[config.mk]
export PLATFORM = sky130hd
export DESIGN_NAME = alu_ctrl_seq
export DESIGN_NICKNAME = d
export VERILOG_FILES = /design/src/rtl/alu_ctrl_seq.sv
export SDC_FILE = /design/constraint.sdc
export NUM_CORES = 1
export LEC_CHECK = 0
export ABC_AREA = 1
export CAP_MARGIN = 20
export CORE_AREA = 2 2 39 41
export CTS_CLUSTER_DIAMETER = 100
export DETAILED_ROUTE_END_ITERATION = 6
export DIE_AREA = 0 0 41 43
export GPL_TIMING_DRIVEN = 1
export PLACE_DENSITY_LB_ADDON = 0.12
export SYNTH_ARGS = -nofsm -noshare
export SYNTH_HDL_FRONTEND = slang
export SYNTH_SLANG_ARGS = --single-unit
[constraint.sdc]
create_clock -name clk_i -period 0.87 [get_ports clk_i]
set_input_delay 0.174 -clock clk_i [delete_from_list [all_inputs] [get_ports clk_i]]
set_output_delay 0.174 -clock clk_i [all_outputs]
set_load 0.05 [all_outputs]
[src/rtl/alu_ctrl_seq.sv]
// ALU control decoder with a valid/ready handshake and an IDLE/WAIT/OUT sequencer.
// Define ALU_CTRL_MUL_EN to decode MUL (funct7=0000001) with a MUL_CYCLES latency.
module alu_ctrl_seq #(
   parameter int unsigned MUL_CYCLES = 3
) (
   input  logic       clk_i,
   input  logic       rst_i,
   input  logic       valid_i,
   output logic       ready_o,
   input  logic [1:0] ALUOp_i,
   input  logic [6:0] funct7_i,
   input  logic [2:0] funct3_i,
   output logic       valid_o,
   input  logic       ready_i,
   output logic [2:0] ALUCtrl_o,
   output logic       illegal_o
);

   typedef enum logic [1:0] {
      IDLE = 2'b00,
      WAIT = 2'b01,
      OUT  = 2'b10
   } state_e;

   localparam logic [2:0] CtrlAnd  = 3'b000;
   localparam logic [2:0] CtrlXor  = 3'b001;
   localparam logic [2:0] CtrlSll  = 3'b010;
   localparam logic [2:0] CtrlAdd  = 3'b011;
   localparam logic [2:0] CtrlSub  = 3'b100;
   localparam logic [2:0] CtrlSlt  = 3'b110;
   localparam logic [2:0] CtrlSrai = 3'b111;
   localparam bit MulSingleCycle   = (MUL_CYCLES <= 1);

   state_e     state_q, state_d;
   logic [2:0] ctrl_q, ctrl_d;
   logic       illegal_q, illegal_d;
   logic [2:0] decCtrl;
   logic       decIllegal;
   logic       decMul;
   logic       accept;
   logic       waitDone;

   // Instruction decode; anything not listed falls through to illegal/ADD.
   always_comb begin
      decCtrl    = CtrlAdd;
      decIllegal = 1'b1;
      decMul     = 1'b0;
      case (ALUOp_i)
         2'b00: begin
            decCtrl    = CtrlAdd;
            decIllegal = 1'b0;
         end
         2'b01: begin
            decCtrl    = CtrlSub;
            decIllegal = 1'b0;
         end
         2'b10: begin
            if (funct7_i == 7'b0000000) begin
               case (funct3_i)
                  3'b111: begin decCtrl = CtrlAnd; decIllegal = 1'b0; end
                  3'b100: begin decCtrl = CtrlXor; decIllegal = 1'b0; end
                  3'b001: begin decCtrl = CtrlSll; decIllegal = 1'b0; end
                  3'b000: begin decCtrl = CtrlAdd; decIllegal = 1'b0; end
                  3'b010: begin decCtrl = CtrlSlt; decIllegal = 1'b0; end
                  default: ;
               endcase
            end else if (funct7_i == 7'b0100000 && funct3_i == 3'b000) begin
               decCtrl    = CtrlSub;
               decIllegal = 1'b0;
            end
`ifdef ALU_CTRL_MUL_EN
            else if (funct7_i == 7'b0000001 && funct3_i == 3'b000) begin
               decCtrl    = 3'b101;
               decIllegal = 1'b0;
               decMul     = 1'b1;
            end
`endif
         end
         default: begin
            if (funct3_i == 3'b000) begin
               decCtrl    = CtrlAdd;
               decIllegal = 1'b0;
            end else if (funct3_i == 3'b101 && funct7_i == 7'b0100000) begin
               decCtrl    = CtrlSrai;
               decIllegal = 1'b0;
            end
         end
      endcase
   end

   assign accept = valid_i && ready_o;

`ifdef ALU_CTRL_MUL_EN
   localparam logic [3:0] MulLoad = 4'(MUL_CYCLES - 1);

   logic [3:0] cnt_q, cnt_d;

   // Counts down the remaining MUL latency; OUT is entered when it reaches 1.
   always_ff @(posedge clk_i or posedge rst_i) begin
      if (rst_i) begin
         cnt_q <= 4'd0;
      end else begin
         cnt_q <= cnt_d;
      end
   end

   always_comb begin
      cnt_d = cnt_q;
      if (accept && decMul && !MulSingleCycle) begin
         cnt_d = MulLoad;
      end else if (state_q == WAIT) begin
         cnt_d = cnt_q - 4'd1;
      end
   end

   assign waitDone = (cnt_q == 4'd1);
`else
   assign waitDone = 1'b1;
`endif

   always_ff @(posedge clk_i or posedge rst_i) begin
      if (rst_i) begin
         state_q   <= IDLE;
         ctrl_q    <= 3'b000;
         illegal_q <= 1'b0;
      end else begin
         state_q   <= state_d;
         ctrl_q    <= ctrl_d;
         illegal_q <= illegal_d;
      end
   end

   // Next state: OUT can retire and accept on the same edge without a bubble.
   always_comb begin
      state_d   = state_q;
      ctrl_d    = ctrl_q;
      illegal_d = illegal_q;
      if (accept) begin
         ctrl_d    = decCtrl;
         illegal_d = decIllegal;
      end
      case (state_q)
         IDLE: begin
            if (accept) begin
               state_d = (decMul && !MulSingleCycle) ? WAIT : OUT;
            end
         end
         WAIT: begin
            if (waitDone) begin
               state_d = OUT;
            end
         end
         OUT: begin
            if (accept) begin
               state_d = (decMul && !MulSingleCycle) ? WAIT : OUT;
            end else if (ready_i) begin
               state_d = IDLE;
            end
         end
         default: state_d = IDLE;
      endcase
   end

   always_comb begin
      ready_o   = (state_q == IDLE) || ((state_q == OUT) && ready_i);
      valid_o   = (state_q == OUT);
      ALUCtrl_o = ctrl_q;
      illegal_o = illegal_q;
   end

endmodule

# Word-level counts from Yosys, hierarchy flattened
# Index checks and enable logic that the tools add are counted.
[op_classes] mux=16 eq_ne=12 n_reduce_logical=12
[op_table] operator="3-bit two-way mux" n=4
[op_table] operator="3-bit case mux with 4 select lines" n=1
[op_table] operator="3-bit equality test (second input constant)" n=3
[op_table] operator="3-bit case mux with 3 select lines" n=1
[op_table] operator="7-bit by 6-bit equality test with 1-bit output (second input constant)" n=1
[op_table] operator="7-bit logical NOT" n=1
[op_table] operator="2-bit two-way mux" n=3
[op_table] operator="2-bit case mux with 3 select lines" n=1
[op_table] operator="1-bit two-way mux" n=5
[op_table] operator="5-bit OR reduction" n=1
[op_table] operator="2-bit by 1-bit equality test with 1-bit output (second input constant)" n=2
[op_table] operator="2-bit equality test (second input constant)" n=2
[op_table] operator="1-bit logical AND" n=4
[op_table] operator="2-bit logical NOT" n=2
[op_table] operator="3-bit by 1-bit equality test with 1-bit output (second input constant)" n=1
[op_table] operator="3-bit by 2-bit equality test with 1-bit output (second input constant)" n=1
[op_table] operator="3-bit logical NOT" n=1
[op_table] operator="3-bit by 1-bit != test with 1-bit output (second input constant)" n=1
[op_table] operator="2-bit != test (second input constant)" n=1
[op_table] operator="1-bit case mux with 2 select lines" n=1
[op_table] operator="2-bit AND reduction" n=1
[op_table] operator="2-bit OR reduction" n=1
[op_table] operator="1-bit logical OR" n=1
[totals] regBits=6 in_bits=16 elab_cells=43

# Depth between registers and ports, before layout
# Gate-level depths: netlist of the first run.
[depth] depth_word=6 ltp_mapped=9 ltp_nobuf=9

# Worst setup path after synthesis of the first run
# OpenSTA, ideal clock, no wires.
[synth_path] kind="register to register" startpoint="register state_q[1]" endpoint="register ctrl_q[2] (netlist: ALUCtrl_o[2])" required_time_ps=749 stages_incl_launch_ff=7 t_arrival_ps=1555 path_slack_ps=-806 setup_ps=121 period_less_slack_ps=1676 cell_sequence="dfrtp_1 -> nand2_1 -> nand2_1 -> a21oi_2 -> nand2_1 -> inv_1 -> a21oi_2"
[synth_via] elab_chain_cells=4 word_cells_on_any_way=5 cone_classes="1 x eq/ne; 4 x reduce/logical"
[synth_rtl] item="from (decl)" line_no="34" rtl="state_e state_q, state_d;"
[synth_rtl] item="from (signal assigned)" line_no="127" rtl="state_q <= state_d;"
[synth_rtl] item="2-bit equality test" line_no="165" rtl="ready_o = (state_q == IDLE) || ((state_q == OUT) && ready_i);"
[synth_rtl] item="1-bit logical AND" line_no="165"
[synth_rtl] item="1-bit logical OR *" line_no="165"
[synth_rtl] item="via ready_o" line_no="9" rtl="output logic ready_o,"
[synth_rtl] item="1-bit logical AND *" line_no="91" rtl="assign accept = valid_i && ready_o;"
[synth_rtl] item="to (signal assigned)" line_no="128" rtl="ctrl_q <= ctrl_d;"
[synth_rtl] item="to (decl)" line_no="35" rtl="logic [2:0] ctrl_q, ctrl_d;"
# Mark *: on every way through the listed nets, which the timed path passes. The rest lies on a longest branch.
# A chain may end at the register's enable or synchronous reset.

# Worst setup path after layout of the first run
[layout_path] startpoint="register state_q[1]" endpoint="output port ready_o"
[layout_via] elab_chain_cells=3 word_cells_on_any_way=4 cone_classes="1 x eq/ne; 3 x reduce/logical"
[layout_rtl] item="2-bit equality test" line_no="165"
[layout_rtl] item="1-bit logical AND" line_no="165"
[layout_rtl] item="1-bit logical OR *" line_no="165"
[layout_rtl] item="to (decl)" line_no="9"
# Every way passes the cells marked *; elsewhere a longest branch is shown, timed or not.

==> results.tsv, run 1 <==
metric	value	unit
status	finished with violations	
violated checks	setup timing	
final setup vio count	10	
top sig layer	met3	
multi-input logic area	313	um^2
number of global-route vias before repair	546	
Hold Buf Count CTS	0	
total leakage power	0.433	nW
largest net degree at the start of global routing	6	
M1 WL	395	um
Worst-Skew Late Latency	0.23	ns
total of max-cap violations	0	
FILL cells	134	
Hold WC Path Type	in -> async	
vias post-DR	536	
DP HPWL	840	um
Area Growth Syn to Fin	103	%
sequential cell area	126	um^2
GR Overflow Total	0	
CP required	0.70	ns
Clock Path Buffers	2	
peak supply drop	433	uV
Worst-Margin Slew	0.249	ns
layout cell share with drive strength beyond 1	40.7	%
Critical Path Sink Type	output port	
RSZ-0062 raised after global routing	yes	
final period demand of the worst path	1.14	ns
first-pass GRT wire length	1880	um
Clock Skew	0.000267	ns
DIE AREA	1760	um^2
cts bufs inserted	3	
period utilization	131	%
initial antenna violation count	0	
Syn Std Cell Area	425	um^2
Die W	41	um
final max-slew violation count	0	
CP Launch Type	flip-flop	
Antenna Nets Post-Route	0	
Routed WL	1050	um
mean routed wirelength per cell	8.43	um
First DRT Iteration DRCs	9	
TritonCTS clock tree	yes	
Final Util	62.3	%
Root Driver	clkbuf_4	
Clk pin slew, worst setup/hold paths	0.04	ns
Sink Count	5	
worst setup path category	reg -> out	
Gate Count Post-Synth	74	
syn avg cell area	5.75	um^2
pwr/cell area	1310	nW/um^2
height of the die	43	um
Core Rows	14	
CP max FO	2	
Netlist cell types	11	
GP Congestion	0.854	
Slew headroom	83.4	%
met3 wire len	38	um
Final Power	0.00113	W
initial core utilization	30.7	%
final hold viol count	0	
IO Pins	22	
post-route worst setup slack	-0.267	ns
DRC	0	
Yosys reg bits	5	
Max Clk Rate	880	MHz
Mapped Nets	90	
crit path from	state_q[1]$_DFFE_PP0P_	
number of nets in the layout	125	
Reg-to-Reg Start	state_q[1]$_DFFE_PP0P_	
H-tree levels	1	
Inserted Diodes	0	
Synth warnings	0	
Core ar.	1380	um^2
met2 routed WL	611	um
drt first pass iters	4	
sequential area share after synthesis	29.4	%
aggregate global-route resource usage	15.1	%
via/cell ratio	4.32	
Buffers on Ports	21	
CP arrival	0.96	ns
-- sequential cells by signal, summed over array words and instances, names as in the netlist --
register	cells
ALUCtrl_o	3
illegal_o	1
state_q	1
-- cell usage after synthesis --
| master | n | area (um^2) |
|---|---|---|
| nand2_2 | 3 | 18.8 |
| a21oi_2 | 2 | 17.5 |
| nor2_1 | 12 | 45.0 |
| dfrtp_1 | 5 | 125 |
| nand2_1 | 31 | 116 |
| nand3_1 | 4 | 20.0 |
| inv_2 | 2 | 7.51 |
| inv_1 | 9 | 33.8 |
| a21oi_1 | 1 | 5.00 |
| nor2_4 | 1 | 11.3 |
| nor2_2 | 4 | 25.0 |
-- power by group --
group,internal (W),leakage [nW],switching (W)
clock network,0.000173,0.0150,0.0000867
registers,0.000268,0.0567,0.0000374
logic,0.000290,0.361,0.000279
-- kinds of logic (layout without fill, tap and decap cells) --
logic type | count (synthesis) | in the layout | synth area share [%]
flops | 5 | 5 | 29.4
buf+inv | 11 | 45 | 9.71
simple gates | 55 | 55 | 55.6
compound gates | 3 | 3 | 5.29
-- repair_timing --
| item | 4_1_cts | 5_1_grt |
|---|---|---|
| pin swaps | 15 | 4 |
| gates resized for setup | 28 | 11 |
| buffers inserted | 2 | 2 |
| setup endpoints to repair | 11 | 10 |
-- through the flow --
stage	instances	hold slack, ns	TNS (ns)	worst slack, ns	instance area, um^2
2_1_floorplan	74	-0.0475	-1.06	-0.295	450
3_3_place_gp	116	0.391	-2.59	-0.506	778
3_5_place_dp	116	0.386	-2.65	-0.527	778
4_1_cts	122	0.141	-1.27	-0.277	835
5_1_grt	124	0.160	-1.64	-0.298	862
6_report	124	0.139	-1.25	-0.267	862
-- placed cells by master (no fill, tap or decap), drive strengths merged --
cell	n
buf	15
inv	11
dlygate4sd2	3
dfrtp	5
clkbuf	5
clkdlybuf4s50	2
clkdlybuf4s15	9
nor2	17
nand2	34
nand3	4
a21oi	3
-- worst max-delay path: stages (launching register included) --
cell and delay, ns:
dfrtp_2 0.43, nand2_8 0.07, buf_6 0.10, buf_12 0.12
-- final timing paths --
check | end | slack (ns) | cells past startpoint
max in group asynchronous | state_q[1]$_DFFE_PP0P_ | 0.54 | 2
setup / recovery | ready_o | -0.27 | 3
min in group clk_i | ALUCtrl_o[0]$_DFFE_PP0P_ | 0.44 | 8
hold / removal | ALUCtrl_o[0]$_DFFE_PP0P_ | 0.14 | 2
hold reg to reg | ALUCtrl_o[0]$_DFFE_PP0P_ | 0.64 | 3
setup reg to reg | ALUCtrl_o[1]$_DFFE_PP0P_ | -0.10 | 6
-- layout make-up --
type                            instances  share of cell area [%]
Tap cell                               16                    2.32
Inverter                               11                    5.08
Multi-Input combinational cell         58                    36.3
Clock buffer                            4                    3.05
Timing Repair Buffer                   30                    38.6
Sequential cell                         5                    14.7
-- per-layer routing --
layer | vias to the layer above | track usage, %
met2 | 12 | 25.3
met4 | 0 | 7.33
met5 | - | 0
met3 | 0 | 3.14
li1 | 290 | -
met1 | 234 | 16.8
Note: power is estimated with default switching activity, not from simulation.
==> run 2: changes to the inputs <==
--- a/config.mk
+++ b/config.mk
@@ -14,3 +14,3 @@
 export GPL_TIMING_DRIVEN = 1
-export PLACE_DENSITY_LB_ADDON = 0.12
+export PLACE_DENSITY = 0.69
 export SYNTH_ARGS = -nofsm -noshare
--- a/constraint.sdc
+++ b/constraint.sdc
@@ -3,2 +3,2 @@
 set_output_delay 0.174 -clock clk_i [all_outputs]
-set_load 0.05 [all_outputs]
+set_load 0.1 [all_outputs]
==> results.tsv, run 2 (synthesized netlist as in run 1, its figures left out) <==
metric	value	unit
status	finished with violations	
violated checks	setup timing	
commonest non-fill, non-tap cells in the layout	28 x nand2_1, 11 x nor2_1, 11 x dlygate4sd2_1	
final period demand of the worst path	1.23	ns
post-route worst setup slack	-0.361	ns
Inserted Diodes	0	
layout cell share with drive strength beyond 1	38.5	%
mean routed wirelength per cell	8.74	um
Max Clk Rate	812	MHz
CP Launch Type	flip-flop	
CP required	0.70	ns
GP Congestion	0.814	
final max-slew violation count	0	
Worst-Margin Slew	0.259	ns
first-pass GRT wire length	1820	um
Core Rows	14	
multi-input logic area	310	um^2
CP max FO	2	
Slew headroom	82.8	%
Clk pwr share	21.3	%
FILL cells	134	
number of nets in the layout	121	
M1 WL	350	um
RSZ-0062 raised after global routing	yes	
met2 routed WL	627	um
Clock Path Buffers	2	
design internal power	0.000708	W
DRC	0	
Final Power	0.00125	W
Comb pwr share	53.6	%
total leakage power	0.418	nW
initial antenna violation count	0	
number of global-route vias before repair	518	
aggregate global-route resource usage	15.1	%
switching share of total power	43.5	%
met3 wire len	58	um
First DRT Iteration DRCs	10	
via/cell ratio	4.39	
pwr/cell area	1510	nW/um^2
max reg flops	3	
total of max-cap violations	0	
Antenna Nets Post-Route	0	
Clk pin slew, worst setup/hold paths	0.04	ns
vias post-DR	527	
peak supply drop	561	uV
initial core utilization	30.7	%
Die W	41	um
worst setup path category	reg -> out	
sequential share of power	25.0	%
H-tree levels	1	
cts bufs inserted	3	
top sig layer	met4	
Hold WC Path Type	in -> async	
Critical Path Sink Type	output port	
final setup vio count	11	
DIE AREA	1760	um^2
TritonCTS clock tree	yes	
Buffers on Ports	21	
Root Driver	clkbuf_4	
hold slack	0.139	ns
most common cell after layout, fill and taps aside	nand2_1	
Core ar.	1380	um^2
CP arrival	1.06	ns
period utilization	142	%
sequential cell area	134	um^2
Worst-Skew Late Latency	0.24	ns
Sink Count	5	
IO Pins	22	
final hold viol count	0	
Psw	0.000544	W
Routed WL	1050	um
drt first pass iters	4	
GR Overflow Total	0	
DP HPWL	847	um
Area Growth Syn to Fin	95.0	%
largest net degree at the start of global routing	6	
height of the die	43	um
Clock Skew	0.000967	ns
-- run 2: power by group through the flow --
stage | registers (W) | logic, W | clock network (W)
3_3_place_gp | 0.000317 | 0.000663 | 0
5_1_grt | 0.000318 | 0.000706 | 0.000302
3_5_place_dp | 0.000318 | 0.000668 | 0
4_1_cts | 0.000314 | 0.000674 | 0.000273
6_report | 0.000313 | 0.000671 | 0.000267
2_1_floorplan | 0.000546 | 0.000140 | 0
-- run 2: layout make-up --
class,count,share of cell area [%]
sequential,5,16.1
inverter,11,4.98
timing repair buffer,26,35.9
tap,16,2.41
multi-input combinational,58,37.4
clock buffer,4,3.17
-- run 2: repair_timing --
action | CTS | global route
gates resized for setup | 22 | 0
gates cloned | 0 | 0
endpoints found under the setup margin | 10 | 11
pin swaps | 8 | 1
hold buffers | 0 | 0
setup buffers | 1 | 0
-- run 2: per-layer routing --
metal	up-vias	GRT usage (%)
li1	283	-
met1	222	12.7
met2	20	28.4
met3	2	0
met4	0	13.3
met5	-	0
-- run 2: critical path, stage by stage (launching register included) --
cell and delay (ns):
dfrtp_4 0.50, nand2_8 0.07, buf_6 0.09, buf_12 0.16
-- run 2: final timing paths --
check,end,cells past startpoint,start,slack [ns]
worst min register to register,ALUCtrl_o[0]$_DFFE_PP0P_,2,ALUCtrl_o[0]$_DFFE_PP0P_,0.52
min in group clk_i,ALUCtrl_o[1]$_DFFE_PP0P_,4,ALUOp_i[0],0.50
max in group asynchronous,state_q[1]$_DFFE_PP0P_,2,rst_i,0.53
worst min-delay path,ALUCtrl_o[1]$_DFFE_PP0P_,2,rst_i,0.14
worst max register to register,ALUCtrl_o[2]$_DFFE_PP0P_,7,state_q[1]$_DFFE_PP0P_,-0.29
worst max-delay path,ready_o,3,state_q[1]$_DFFE_PP0P_,-0.36
-- run 2: through the flow --
| stage | instance area (um^2) | utilization, % | TNS (ns) | instances | setup WS (ns) |
|---|---|---|---|---|---|
| after floorplan | 458 | - | -2.07 | 74 | -0.471 |
| final | 830 | 59.9 | -2.20 | 120 | -0.361 |
| after global placement | 778 | 56.2 | -2.70 | 115 | -0.529 |
| after global routing | 830 | 59.9 | -2.63 | 120 | -0.399 |
| after CTS | 830 | 59.9 | -2.24 | 120 | -0.368 |
| after detailed placement | 778 | 56.2 | -2.76 | 115 | -0.541 |
==> run 3: changes to the inputs <==
- PLACE_DENSITY: 0.69 -> unset
- PLACE_DENSITY_LB_ADDON: unset -> 0.3
- clock period: 0.87 -> 1 ns (I/O delays scaled with it)
==> results.tsv, run 3 (synthesized netlist as in run 1, its figures left out) <==
metric	value	unit
TNS Setup	-1.21	ns
Crit path depth	3	
CP required	0.80	ns
DRC	0	
Core ar.	1380	um^2
H-tree levels	1	
R2R setup slack	-0.19	ns
drt first pass iters	4	
total leakage power	0.439	nW
Critical Path End	ready_o	
aggregate global-route resource usage	12.6	%
CP arrival	1.07	ns
Core Rows	14	
CP Buf/Inv Count	2	
final max-slew violation count	0	
height of the die	43	um
slowest CP cell	dfrtp_4	
vias post-DR	514	
pwr/cell area	1280	nW/um^2
Clk pin slew, worst setup/hold paths	0.04	ns
TritonCTS clock tree	yes	
commonest non-fill, non-tap cells in the layout	28 x nand2_1, 12 x dlygate4sd2_1, 11 x nor2_1	
CP Cell Sequence	nand2_8 > buf_12 > buf_16	
First DRT Iteration DRCs	3	
total of max-cap violations	0	
mean routed wirelength per cell	7.93	um
number of global-route vias before repair	452	
final instance area	863	um^2
IO Pins	22	
crit path from	state_q[1]$_DFFE_PP0P_	
Sink Count	5	
Die W	41	um
hold slack	0.161	ns
worst setup path category	reg -> out	
Reg-to-Reg Start	state_q[1]$_DFFE_PP0P_	
period utilization	127	%
GR Overflow Total	0	
Clock Path Buffers	2	
Area Growth Syn to Fin	103	%
CP top delay family	flip-flops	
initial core utilization	30.7	%
max reg flops	3	
CP max FO	2	
Hold WC Path Type	in -> async	
DP Worst Slack	-0.428	ns
Root Driver	clkbuf_4	
peak supply drop	455	uV
final setup vio count	11	
final period demand of the worst path	1.27	ns
Routed WL	959	um
largest net degree at the start of global routing	6	
first-pass GRT wire length	1540	um
status	finished with violations	
Worst-Margin Slew	0.265	ns
initial antenna violation count	0	
final hold viol count	0	
via/cell ratio	4.25	
Critical Path Sink Type	output port	
Clock Skew	0.00507	ns
layout cell share with drive strength beyond 1	40.0	%
Worst-Skew Late Latency	0.24	ns
RSZ-0062 raised after global routing	yes	
Antenna Nets Post-Route	0	
cts bufs inserted	3	
number of nets in the layout	122	
Slew headroom	82.4	%
R2R depth	7	
most common cell after layout, fill and taps aside	nand2_1	
post-route worst setup slack	-0.272	ns
CP Launch Type	flip-flop	
Max Clk Rate	786	MHz
DP Area	791	um^2
FF-to-FF End	ALUCtrl_o[2]$_DFFE_PP0P_	
Slowest Stage Delay on Critical Path	0.50	ns
violated checks	setup timing	
GP Congestion	0.743	
DP HPWL	827	um
Buffers on Ports	21	
DIE AREA	1760	um^2
Inserted Diodes	0	
-- run 3: per-layer routing --
layer,track usage [%],vias up,part of all wire [%]
li1,-,282,-
met3,1.57,2,6.0
met2,23.1,18,56
met4,6.00,0,1.0
met1,12.7,212,37
met5,0,-,0
-- run 3: layout make-up --
class                   count  area [um^2]
clock buffers               4         26.3
fillers                   131          520
inverters                  11         41.3
multi-input cells          58          319
flip-flops and latches      5          134
well taps                  16         20.0
repair buffers             27          323
-- run 3: worst min path at each step --
| stage | from | to | slack [ns] | cells past startpoint |
|---|---|---|---|---|
| final | rst_i | state_q[1]$_DFFE_PP0P_ | 0.16 | 2 |
| after global routing | rst_i | state_q[1]$_DFFE_PP0P_ | 0.19 | 2 |
| after CTS | rst_i | state_q[1]$_DFFE_PP0P_ | 0.17 | 2 |
| after detailed placement | rst_i | state_q[1]$_DFFE_PP0P_ | 0.42 | 2 |
| after global placement | rst_i | state_q[1]$_DFFE_PP0P_ | 0.42 | 2 |
| after floorplan | rst_i | state_q[1]$_DFFE_PP0P_ | -0.02 | 1 |
-- run 3: stage by stage --
stage	instances	util [%]	power [W]
6_report	121	62.4	0.00111
5_1_grt	121	62.4	0.00116
4_1_cts	121	61.7	0.00111
3_5_place_dp	115	57.1	0.000867
3_3_place_gp	115	57.1	0.000861
2_1_floorplan	74	-	0.000597
-- run 3: worst register-to-register path: stages, from the launching register on --
cell and delay, ns:
dfrtp_4 0.50, nand2_8 0.07, buf_4 0.13, nand2_8 0.06, a21oi_4 0.14, nand2_1 0.08, inv_1 0.06, a21oi_2 0.04
-- run 3: report_power, final --
group	internal, W	leakage [nW]	switching [W]
Combinational	0.000241	0.371	0.000366
Clock	0.000151	0.0150	0.0000791
Sequential	0.000240	0.0530	0.0000329
Total	0.000631	0.439	0.000478
-- run 3: what timing repair did --
item | 4_1_cts | 5_1_grt
pin swaps | 10 | 1
gates cloned | 0 | 0
resized for setup | 24 | 2
hold buffers | 0 | 0
setup endpoints to repair | 10 | 11
setup buffers | 2 | 0
